### config.mk
export PLATFORM = sky130hd
export DESIGN_NAME = key_pio_in_flat
export DESIGN_NICKNAME = d
export VERILOG_FILES = /design/src/rtl/key_pio_pkg.sv /design/src/rtl/key_pio_in_if.sv /design/src/rtl/key_debounce.sv /design/src/rtl/key_pio_in.sv /design/src/flat_wrapper.sv
export SDC_FILE = /design/constraint.sdc
export NUM_CORES = 1
export LEC_CHECK = 0
export CAP_MARGIN = 20
export CORE_MARGIN = 1
export CORE_UTILIZATION = 43
export DETAILED_ROUTE_END_ITERATION = 6
export PLACE_DENSITY_LB_ADDON = 0.15
export SLEW_MARGIN = 20
export SYNTH_ARGS = -nofsm -noshare
export SYNTH_HDL_FRONTEND = slang
export SYNTH_SLANG_ARGS = --single-unit
export TNS_END_PERCENT = 20
### constraint.sdc
create_clock -name clk -period 1 [get_ports clk]
set_input_delay 0.2 -clock clk [delete_from_list [all_inputs] [get_ports clk]]
set_output_delay 0.2 -clock clk [all_outputs]
set_load 0.02 [all_outputs]
### src/rtl/key_pio_pkg.sv
// Shared constants for the key input PIO: register addresses and edge-select encodings.
package key_pio_pkg;

  localparam logic [1:0] ADDR_DATA = 2'd0;
  localparam logic [1:0] ADDR_RSVD = 2'd1;
  localparam logic [1:0] ADDR_MASK = 2'd2;
  localparam logic [1:0] ADDR_EDGE = 2'd3;

  typedef enum logic [1:0] {
    EDGE_RISE = 2'd0,
    EDGE_FALL = 2'd1,
    EDGE_ANY  = 2'd2
  } edge_type_e;

  // Picks the edge pulse this instance is configured to latch.
  function automatic logic edge_hit(input logic rise, input logic fall, input edge_type_e sel);
    logic hit;
    case (sel)
      EDGE_RISE: hit = rise;
      EDGE_FALL: hit = fall;
      default:   hit = rise | fall;
    endcase
    return hit;
  endfunction

endpackage

### src/rtl/key_pio_in_if.sv
// Avalon-MM slave bus bundle for the key input PIO, including its level interrupt.
interface key_pio_in_if #(
  parameter int WIDTH = 4
);

  logic [1:0]       address;
  logic             chipselect;
  logic             read_n;
  logic             write_n;
  logic [WIDTH-1:0] writedata;
  logic [WIDTH-1:0] readdata;
  logic             irq;

  modport master (
    output address, chipselect, read_n, write_n, writedata,
    input  readdata, irq
  );

  modport slave (
    input  address, chipselect, read_n, write_n, writedata,
    output readdata, irq
  );

endinterface

### src/rtl/key_debounce.sv
// One input pin: two-flop synchronizer followed by a stability counter.
// The counter exists only when KEY_PIO_DEBOUNCE_EN is defined; otherwise the synchronizer output is passed straight through.
module key_debounce #(
  parameter int DEBOUNCE_CYCLES = 50000
) (
  input  logic clk,
  input  logic rst,
  input  logic pin,
  output logic stable
);

  logic s1_q, s1_d;
  logic s2_q, s2_d;

  always_comb begin
    s1_d = pin;
    s2_d = s1_q;
  end

  always_ff @(posedge clk) begin
    if (rst) begin
      s1_q <= 1'b0;
      s2_q <= 1'b0;
    end else begin
      s1_q <= s1_d;
      s2_q <= s2_d;
    end
  end

`ifdef KEY_PIO_DEBOUNCE_EN
  localparam int               CNT_W    = $clog2(DEBOUNCE_CYCLES);
  localparam logic [CNT_W-1:0] CNT_LAST = CNT_W'(DEBOUNCE_CYCLES - 1);

  logic [CNT_W-1:0] cnt_q, cnt_d;
  logic             stable_q, stable_d;

  // Any sample that agrees with the accepted level restarts the count, so glitches never accumulate.
  always_comb begin
    cnt_d    = cnt_q;
    stable_d = stable_q;
    if (s2_q == stable_q) begin
      cnt_d = '0;
    end else if (cnt_q == CNT_LAST) begin
      stable_d = s2_q;
      cnt_d    = '0;
    end else begin
      cnt_d = cnt_q + CNT_W'(1);
    end
  end

  always_ff @(posedge clk) begin
    if (rst) begin
      cnt_q    <= '0;
      stable_q <= 1'b0;
    end else begin
      cnt_q    <= cnt_d;
      stable_q <= stable_d;
    end
  end

  assign stable = stable_q;
`else
  assign stable = s2_q;
`endif

  if (DEBOUNCE_CYCLES < 2 || DEBOUNCE_CYCLES > (1 << 20)) begin : g_bad_debounce_cycles
    $error("key_debounce: DEBOUNCE_CYCLES must lie in 2 .. 2**20");
  end

endmodule

### src/rtl/key_pio_in.sv
// Key input PIO: per-pin sync/debounce, per-bit edge capture (W1C), maskable registered irq.
// Optional debounce filter is enabled with the KEY_PIO_DEBOUNCE_EN macro.
module key_pio_in
  import key_pio_pkg::*;
#(
  parameter int WIDTH           = 4,
  parameter int DEBOUNCE_CYCLES = 50000,
  parameter int EDGE_TYPE       = 1
) (
  input  logic             clk,
  input  logic             reset,
  key_pio_in_if.slave      bus,
  input  logic [WIDTH-1:0] in_port
);

  localparam edge_type_e EDGE_SEL = (EDGE_TYPE == 0) ? EDGE_RISE :
                                    (EDGE_TYPE == 2) ? EDGE_ANY  : EDGE_FALL;

  logic [WIDTH-1:0] stable;
  logic [WIDTH-1:0] rise, fall, edge_pulse;
  logic [WIDTH-1:0] prev_q, prev_d;
  logic [WIDTH-1:0] irq_mask_q, irq_mask_d;
  logic [WIDTH-1:0] edge_capture_q, edge_capture_d;
  logic [WIDTH-1:0] readdata_q, readdata_d;
  logic             irq_q, irq_d;
  logic [WIDTH-1:0] w1c_clear;
  logic             rd_en, wr_en;

  for (genvar i = 0; i < WIDTH; i++) begin : g_pin
    key_debounce #(
      .DEBOUNCE_CYCLES(DEBOUNCE_CYCLES)
    ) u_debounce (
      .clk   (clk),
      .rst   (reset),
      .pin   (in_port[i]),
      .stable(stable[i])
    );
  end

  assign rd_en = bus.chipselect & ~bus.read_n;
  assign wr_en = bus.chipselect & ~bus.write_n;

  always_comb begin
    rise = stable & ~prev_q;
    fall = ~stable & prev_q;
    for (int i = 0; i < WIDTH; i++) begin
      edge_pulse[i] = edge_hit(rise[i], fall[i], EDGE_SEL);
    end
  end

  always_comb begin
    prev_d     = stable;
    irq_mask_d = irq_mask_q;
    w1c_clear  = '0;
    if (wr_en && bus.address == ADDR_MASK) begin
      irq_mask_d = bus.writedata;
    end
    if (wr_en && bus.address == ADDR_EDGE) begin
      w1c_clear = bus.writedata;
    end
    // A new edge is OR-ed in after the clear so it survives a same-cycle W1C.
    edge_capture_d = (edge_capture_q & ~w1c_clear) | edge_pulse;
    irq_d          = |(edge_capture_q & irq_mask_q);
  end

  // Read data samples the registers before this edge updates them.
  always_comb begin
    readdata_d = readdata_q;
    if (rd_en) begin
      case (bus.address)
        ADDR_DATA: readdata_d = stable;
        ADDR_MASK: readdata_d = irq_mask_q;
        ADDR_EDGE: readdata_d = edge_capture_q;
        default:   readdata_d = '0;
      endcase
    end
  end

  always_ff @(posedge clk) begin
    if (reset) begin
      prev_q         <= '0;
      irq_mask_q     <= '0;
      edge_capture_q <= '0;
      readdata_q     <= '0;
      irq_q          <= 1'b0;
    end else begin
      prev_q         <= prev_d;
      irq_mask_q     <= irq_mask_d;
      edge_capture_q <= edge_capture_d;
      readdata_q     <= readdata_d;
      irq_q          <= irq_d;
    end
  end

  assign bus.readdata = readdata_q;
  assign bus.irq      = irq_q;

endmodule

### src/flat_wrapper.sv
// flat-port wrapper written by rule: the top's interface ports become plain ports
module key_pio_in_flat import key_pio_pkg::*;
#(
  parameter int WIDTH           = 4,
  parameter int DEBOUNCE_CYCLES = 50000,
  parameter int EDGE_TYPE       = 1
)
  (clk, reset, in_port, bus_address, bus_chipselect, bus_read_n, bus_write_n, bus_writedata, bus_readdata, bus_irq);
  key_pio_in_if #(.WIDTH(WIDTH)) bus_i ();
  input  logic clk;
  input  logic reset;
  input  logic [WIDTH-1:0] in_port;
  input wire logic [$bits(bus_i.address)-1:0] bus_address;
  input wire logic [$bits(bus_i.chipselect)-1:0] bus_chipselect;
  input wire logic [$bits(bus_i.read_n)-1:0] bus_read_n;
  input wire logic [$bits(bus_i.write_n)-1:0] bus_write_n;
  input wire logic [$bits(bus_i.writedata)-1:0] bus_writedata;
  output wire logic [$bits(bus_i.readdata)-1:0] bus_readdata;
  output wire logic [$bits(bus_i.irq)-1:0] bus_irq;
  assign bus_i.address = bus_address;
  assign bus_i.chipselect = bus_chipselect;
  assign bus_i.read_n = bus_read_n;
  assign bus_i.write_n = bus_write_n;
  assign bus_i.writedata = bus_writedata;
  assign bus_readdata = bus_i.readdata;
  assign bus_irq = bus_i.irq;
  key_pio_in #(.WIDTH(WIDTH), .DEBOUNCE_CYCLES(DEBOUNCE_CYCLES), .EDGE_TYPE(EDGE_TYPE)) u_core (.clk(clk), .reset(reset), .bus(bus_i), .in_port(in_port));
endmodule
==> impl_metrics.yaml, run 1 <==
drt:
  firstDrtPassIters: 4
  vias: 707
  drt_iter0_drc: 5
  wire_per_inst_um: 12.0
  drc: 0
  wl_um: 1790
  viasPerCell: 4.74
  ant_nets: 0
timing:
  finalMaxSlewViolations: 0
  min_period_over_period_pct: 104
  grt_setup_unrepaired: "true"
  fin_ws_ns: -0.0420
  setup_viol: 2
  worstMarginPinSlew_ns: 0.266
  hold_viol: 0
  period_minus_slack_ns: 1.04
  fmax_mhz: 960
  slew_headroom_pct: 82.2
  fin_skew_ns: 0.00512
placed_design:
  hpwlAfterDp_um: 1260
  place_congestion: 0.702
  io_buffers: 19
  placed_area_um2: 1220
global_route:
  grt_pass1_wl_um: 3080
  grt_pass1_vias: 720
  grt_use_total_pct: 17.4
  grt_start_max_net_pins: 22
  grt_remaining_overflow: 0
  antenna_found_initial: 0
clock_tree:
  cts_tree: "done"
  clk_path_buf_depth: 2
  clock-sinks: 25
  clock-root-buffer: "clkbuf_4"
  path_clk_slew_ns: 0.14
  ctsHoldBuffers: 0
  clk-insertion-delay-late_ns: 0.32
  numCtsBuffers: 3
  post_cts_buffers: 0
  cts_htree_levels: 1
status:
  run_status: "finished with violations"
  violations: "negative setup slack"
logic_synthesis:
  ys_types: 20
  yosysTopAreaCellShare_pct: 53.9
  synth-seq-cells: 25
  syn_nets: 107
  synth-edff-count: 0
  netlist_top_cells_count: "dfxtp_1 (25), nor2b_1 (13), nor2_1 (9)"
  async_reset_ff_share_pct: 0
  synth_area_leaders: "dfxtp_1 (54%), nor2b_1 (8.8%), mux2i_1 (4.3%)"
  yosysTopAreaCell: "dfxtp_1"
  ys.flop_type: "dfxtp_1"
  yosysWarnings: 0
  yosysSeqAreaShare_pct: 53.9
  syn_area_um2: 928
  synth.most_common_cell: "dfxtp_1"
  syn_area_per_cell_um2: 10.1
  netlist_instances: 92
setup_path:
  cpPeakStageDelay_ns: 0.35
  required_ns: 1.22
  crit_arrival_ns: 1.26
  crit_chain: "mux2_4, a221oi_2, nor3_2"
  critPathKind: "flip-flop to flip-flop"
  crit_family: "flip-flops"
  crit_fanout: 2
  crit_path_start_kind: "flip-flop"
  path_buf_inv: 0
  slowest_stage: "dfxtp_2"
  cp-end-kind: "flip-flop"
min_path:
  min_path_type: "input port to flip-flop"
layout:
  area_growth_pct: 39.9
  regArea_um2: 510
  drive_gt1_share_pct: 35.2
  diodes: 0
  fillers: 187
  multi_input_area_um2: 425
  nets: 138
  postLayoutCoreUtil_pct: 64.9
  postLayoutCellArea_um2: 1300
die:
  ios: 20
  initial_core_util_pct: 46.4
  fp.dieW_um: 48.5
  die-area_um2: 2350
  die_y_um: 48.5
  rows: 16
  coreArea_um2: 2000
power_and_ir_drop:
  p_leak_nw: 0.533
  pwr_density_cell_nw_per_um2: 1340
  vdd_drop_max_v: 0.00119
job:
  cap_violations: 0
==> worst register-to-register path: stages, from the launching register on <==
cell	delay, ns
dfxtp_2	0.35
mux2_4	0.27
a221oi_2	0.27
nor3_2	0.07
==> metrics by stage <==
step	setup WS (ns)	setup TNS (ns)	instances	power [mW]	hold slack, ns
2_1_floorplan	-0.0633	-0.390	92	1.18	0.272
4_1_cts	-0.0218	-0.0701	149	1.76	0.400
6_report	-0.0420	-0.0590	149	1.74	0.411
3_3_place_gp	-0.683	-9.35	145	1.29	0.420
3_5_place_dp	-0.682	-9.46	145	1.29	0.427
5_1_grt	-0.0707	-0.588	149	1.83	0.403
==> report_power, final <==
group	internal, mW	leakage [nW]	switching, mW	total (mW)
Sequential	1.04	0.208	0.0191	1.06
Combinational	0.133	0.311	0.0998	0.233
Clock	0.153	0.0139	0.301	0.454
Total	1.32	0.533	0.420	1.74
==> what timing repair did <==
action	4_1_cts	5_1_grt
pin swaps	4	2
endpoints found under the hold margin	0	0
endpoints found under the setup margin	17	13
resized for setup	48	3
==> layout by cell type (no fill, tap or decap) <==
master / synthesis / routed
nand4b_1: 1 / 1
clkdlybuf4s50_1: 0 / 10
nor3_2: 0 / 2
a21oi_1: 5 / 5
nor2_2: 0 / 1
dfxtp_1: 25 / 17
dfxtp_2: 0 / 8
mux2i_1: 4 / 4
clkinvlp_4: 0 / 1
a22oi_1: 2 / 2
buf_4: 1 / 13
inv_1: 5 / 5
nand2b_1: 5 / 5
buf_6: 1 / 4
a31o_2: 1 / 1
nor2_1: 9 / 8
nor2b_1: 13 / 13
mux2_2: 3 / 2
clkdlybuf4s15_2: 0 / 1
mux2_4: 1 / 2
clkbuf_4: 0 / 3
nor4bb_2: 0 / 1
o21ai_0: 4 / 4
dlygate4sd2_1: 0 / 3
nor3_1: 4 / 2
a221oi_2: 0 / 4
==> routing by layer <==
layer | track usage, % | part of all wire, % | routed length, µm
met3 | 5.97 | 4.5 | 81
met5 | 0 | 0 | 0
met4 | 4.41 | 0.67 | 12
met1 | 19.2 | 44 | 786
met2 | 31.7 | 51 | 909
==> worst paths after layout <==
check,slack [ns],from,depth (start not counted),to
worst max-delay path,-0.04,u_core.irq_mask_q[1],3,u_core.bus.readdata[1]
worst min-delay path,0.41,in_port[0],2,u_core.g_pin[0].u_debounce.s1_q
worst max register to register,-0.04,u_core.irq_mask_q[1],3,u_core.bus.readdata[1]
worst min register to register,0.45,u_core.g_pin[1].u_debounce.s1_q,1,u_core.g_pin[1].u_debounce.stable
==> state kept, by name, summed over array words and instances, names as in the netlist <==
register,cells
u_core.bus.readdata,4
u_core.edge_capture_q,4
u_core.g_pin.u_debounce.s1_q,4
u_core.g_pin.u_debounce.stable,4
u_core.irq_mask_q,4
u_core.prev_q,4
u_core.bus.irq,1
==> final cells by class <==
cell class,count,area share (%)
sequential,25,39.3
multi-input combinational,57,32.8
timing repair buffer,31,21.6
tap,27,2.60
clock buffer,3,1.73
inverter,5,1.45
clock inverter,1,0.578
==> kinds of logic (layout without fill, tap and decap cells) <==
group | Yosys count | after routing | synth area share [%]
AOI/OAI and AO/OA | 16 | 16 | 11.2
buffers and inverters | 10 | 40 | 5.39
DFF | 25 | 25 | 53.9
muxes | 8 | 8 | 9.57
and+or+nand+nor | 33 | 33 | 19.9
Note: power is estimated with default switching activity, not from simulation.
==> inputs of run 2 (changes only) <==
CAP_MARGIN = 5   (was 20)
GPL_TIMING_DRIVEN = 0   (was not set)
SKIP_LAST_GASP = 1   (was not set)
==> run 2 against run 1 <==
The run still ends with negative setup slack left. Largest power group unchanged. Combinational power shrank 13%. Power decreased by 2.4%. Critical path depth stayed put.
==> impl_metrics.yaml, run 2 (synthesized netlist as in run 1, its figures left out) <==
layout:
  final_common_cell: "dfxtp_1"
  drive_gt1_share_pct: 26.1
  nets: 131
  mostFrequentLayoutCells: "dfxtp_1 (18), nor2b_1 (12), clkdlybuf4s50_1 (10)"
  diodes: 0
  area_growth_pct: 30.2
global_route:
  grt_pass1_wl_um: 2820
  grt_start_max_net_pins: 14
  grt_use_total_pct: 15.6
  antenna_found_initial: 0
  grt_remaining_overflow: 0
  grt_pass1_vias: 672
die:
  rows: 16
  fp.dieW_um: 48.5
  die-area_um2: 2350
  die_y_um: 48.5
  ios: 20
  initial_core_util_pct: 46.4
  coreArea_um2: 2000
power_and_ir_drop:
  vdd_drop_max_v: 0.000987
  pwr_density_cell_nw_per_um2: 1410
  p_leak_nw: 0.489
  power_mw: 1.70
setup_path:
  rrSetupSlack_ns: -0.03
  cp-end-kind: "flip-flop"
  cpPeakStageDelay_ns: 0.35
  path_buf_inv: 0
  crit_fanout: 3
  crit_family: "flip-flops"
  required_ns: 1.22
  slowest_stage: "dfxtp_2"
  crit_path_start_kind: "flip-flop"
  crit_chain: "mux2_2, a221oi_2, nor3_1"
  crit_arrival_ns: 1.24
  critPathKind: "flip-flop to flip-flop"
drt:
  wl_um: 1650
  viasPerCell: 4.77
  drt_iter0_drc: 10
  drc: 0
  firstDrtPassIters: 4
  ant_nets: 0
  vias: 677
  wire_per_inst_um: 11.6
timing:
  worstMarginPinSlew_ns: 0.418
  fin_ws_ns: -0.0253
  holdWs_ns: 0.247
  period_minus_slack_ns: 1.03
  slew_headroom_pct: 72.1
  finalMaxSlewViolations: 0
  fin_skew_ns: 0.00214
  setup_viol: 6
  min_period_over_period_pct: 103
  hold_viol: 0
  fmax_mhz: 975
  grt_setup_unrepaired: "true"
clock_tree:
  cts_tree: "done"
  ctsHoldBuffers: 0
  cts_htree_levels: 1
  clk-insertion-delay-late_ns: 0.32
  clock-sinks: 25
  path_clk_slew_ns: 0.13
  clk_path_buf_depth: 2
  numCtsBuffers: 3
  clock-root-buffer: "clkbuf_4"
placed_design:
  place_congestion: 0.726
  hpwlAfterDp_um: 1180
  io_buffers: 17
status:
  run_status: "finished with violations"
  violations: "negative setup slack"
job:
  cap_violations: 0
min_path:
  min_path_type: "input port to flip-flop"
[run 2: path summary, 6_finish.rpt]
kind,start,endpoint,depth (start not counted)
min reg2reg,u_core.prev_q[0],u_core.edge_capture_q[0],2
max reg2reg,u_core.edge_capture_q[2],u_core.bus.readdata[2],3
min,bus_address[1],u_core.bus.readdata[3],3
max,u_core.edge_capture_q[2],u_core.bus.readdata[2],3
[run 2: per-stage QoR]
stage	worst slack (ns)	setup TNS (ns)	util, %	std cells	cell area [µm²]
2_1_floorplan	-0.0633	-0.390	-	92	947
3_3_place_gp	-0.550	-9.79	57.5	136	1150
3_5_place_dp	-0.595	-10.22	57.5	136	1150
4_1_cts	-0.0273	-0.118	59.8	141	1200
5_1_grt	-0.0884	-1.02	60.4	142	1210
6_report	-0.0253	-0.0842	60.4	142	1210
[run 2: worst min-delay path, cell delays in order]
cell and delay, ns:
clkbuf_8 0.13, a221oi_2 0.06, nor3_1 0.12
[run 2: cell type report]
| type | instances | area (µm²) |
|---|---|---|
| Timing Repair Buffer | 19 | 171 |
| Clock buffer | 4 | 26.3 |
| Tap cell | 27 | 33.8 |
| Fill cell | 195 | 793 |
| Inverter | 5 | 18.8 |
| Multi-Input combinational cell | 57 | 405 |
| Sequential cell | 25 | 509 |
| Buffer | 5 | 43.8 |
[run 2: timing repair]
action | 4_1_cts | 5_1_grt
endpoints found under the setup margin | 14 | 28
setup buffers | 1 | 1
gates cloned | 0 | 0
pin swaps | 3 | 0
gates resized for setup | 35 | 3
[run 2: power by group]
part	internal, mW	total (mW)	leakage [nW]	switching, mW
registers	1.04	1.05	0.208	0.0191
logic	0.114	0.202	0.266	0.0885
clock network	0.156	0.444	0.0150	0.288
total	1.31	1.70	0.489	0.395
[run 2: layer usage]
layer  up-vias  routed length [µm]  track usage [%]
met5         -                   0                0
met4         0                  24             5.88
met3         2                  63             3.14
met2        15                 799             27.9
met1       301                 759             18.3
li1        359                   -                -
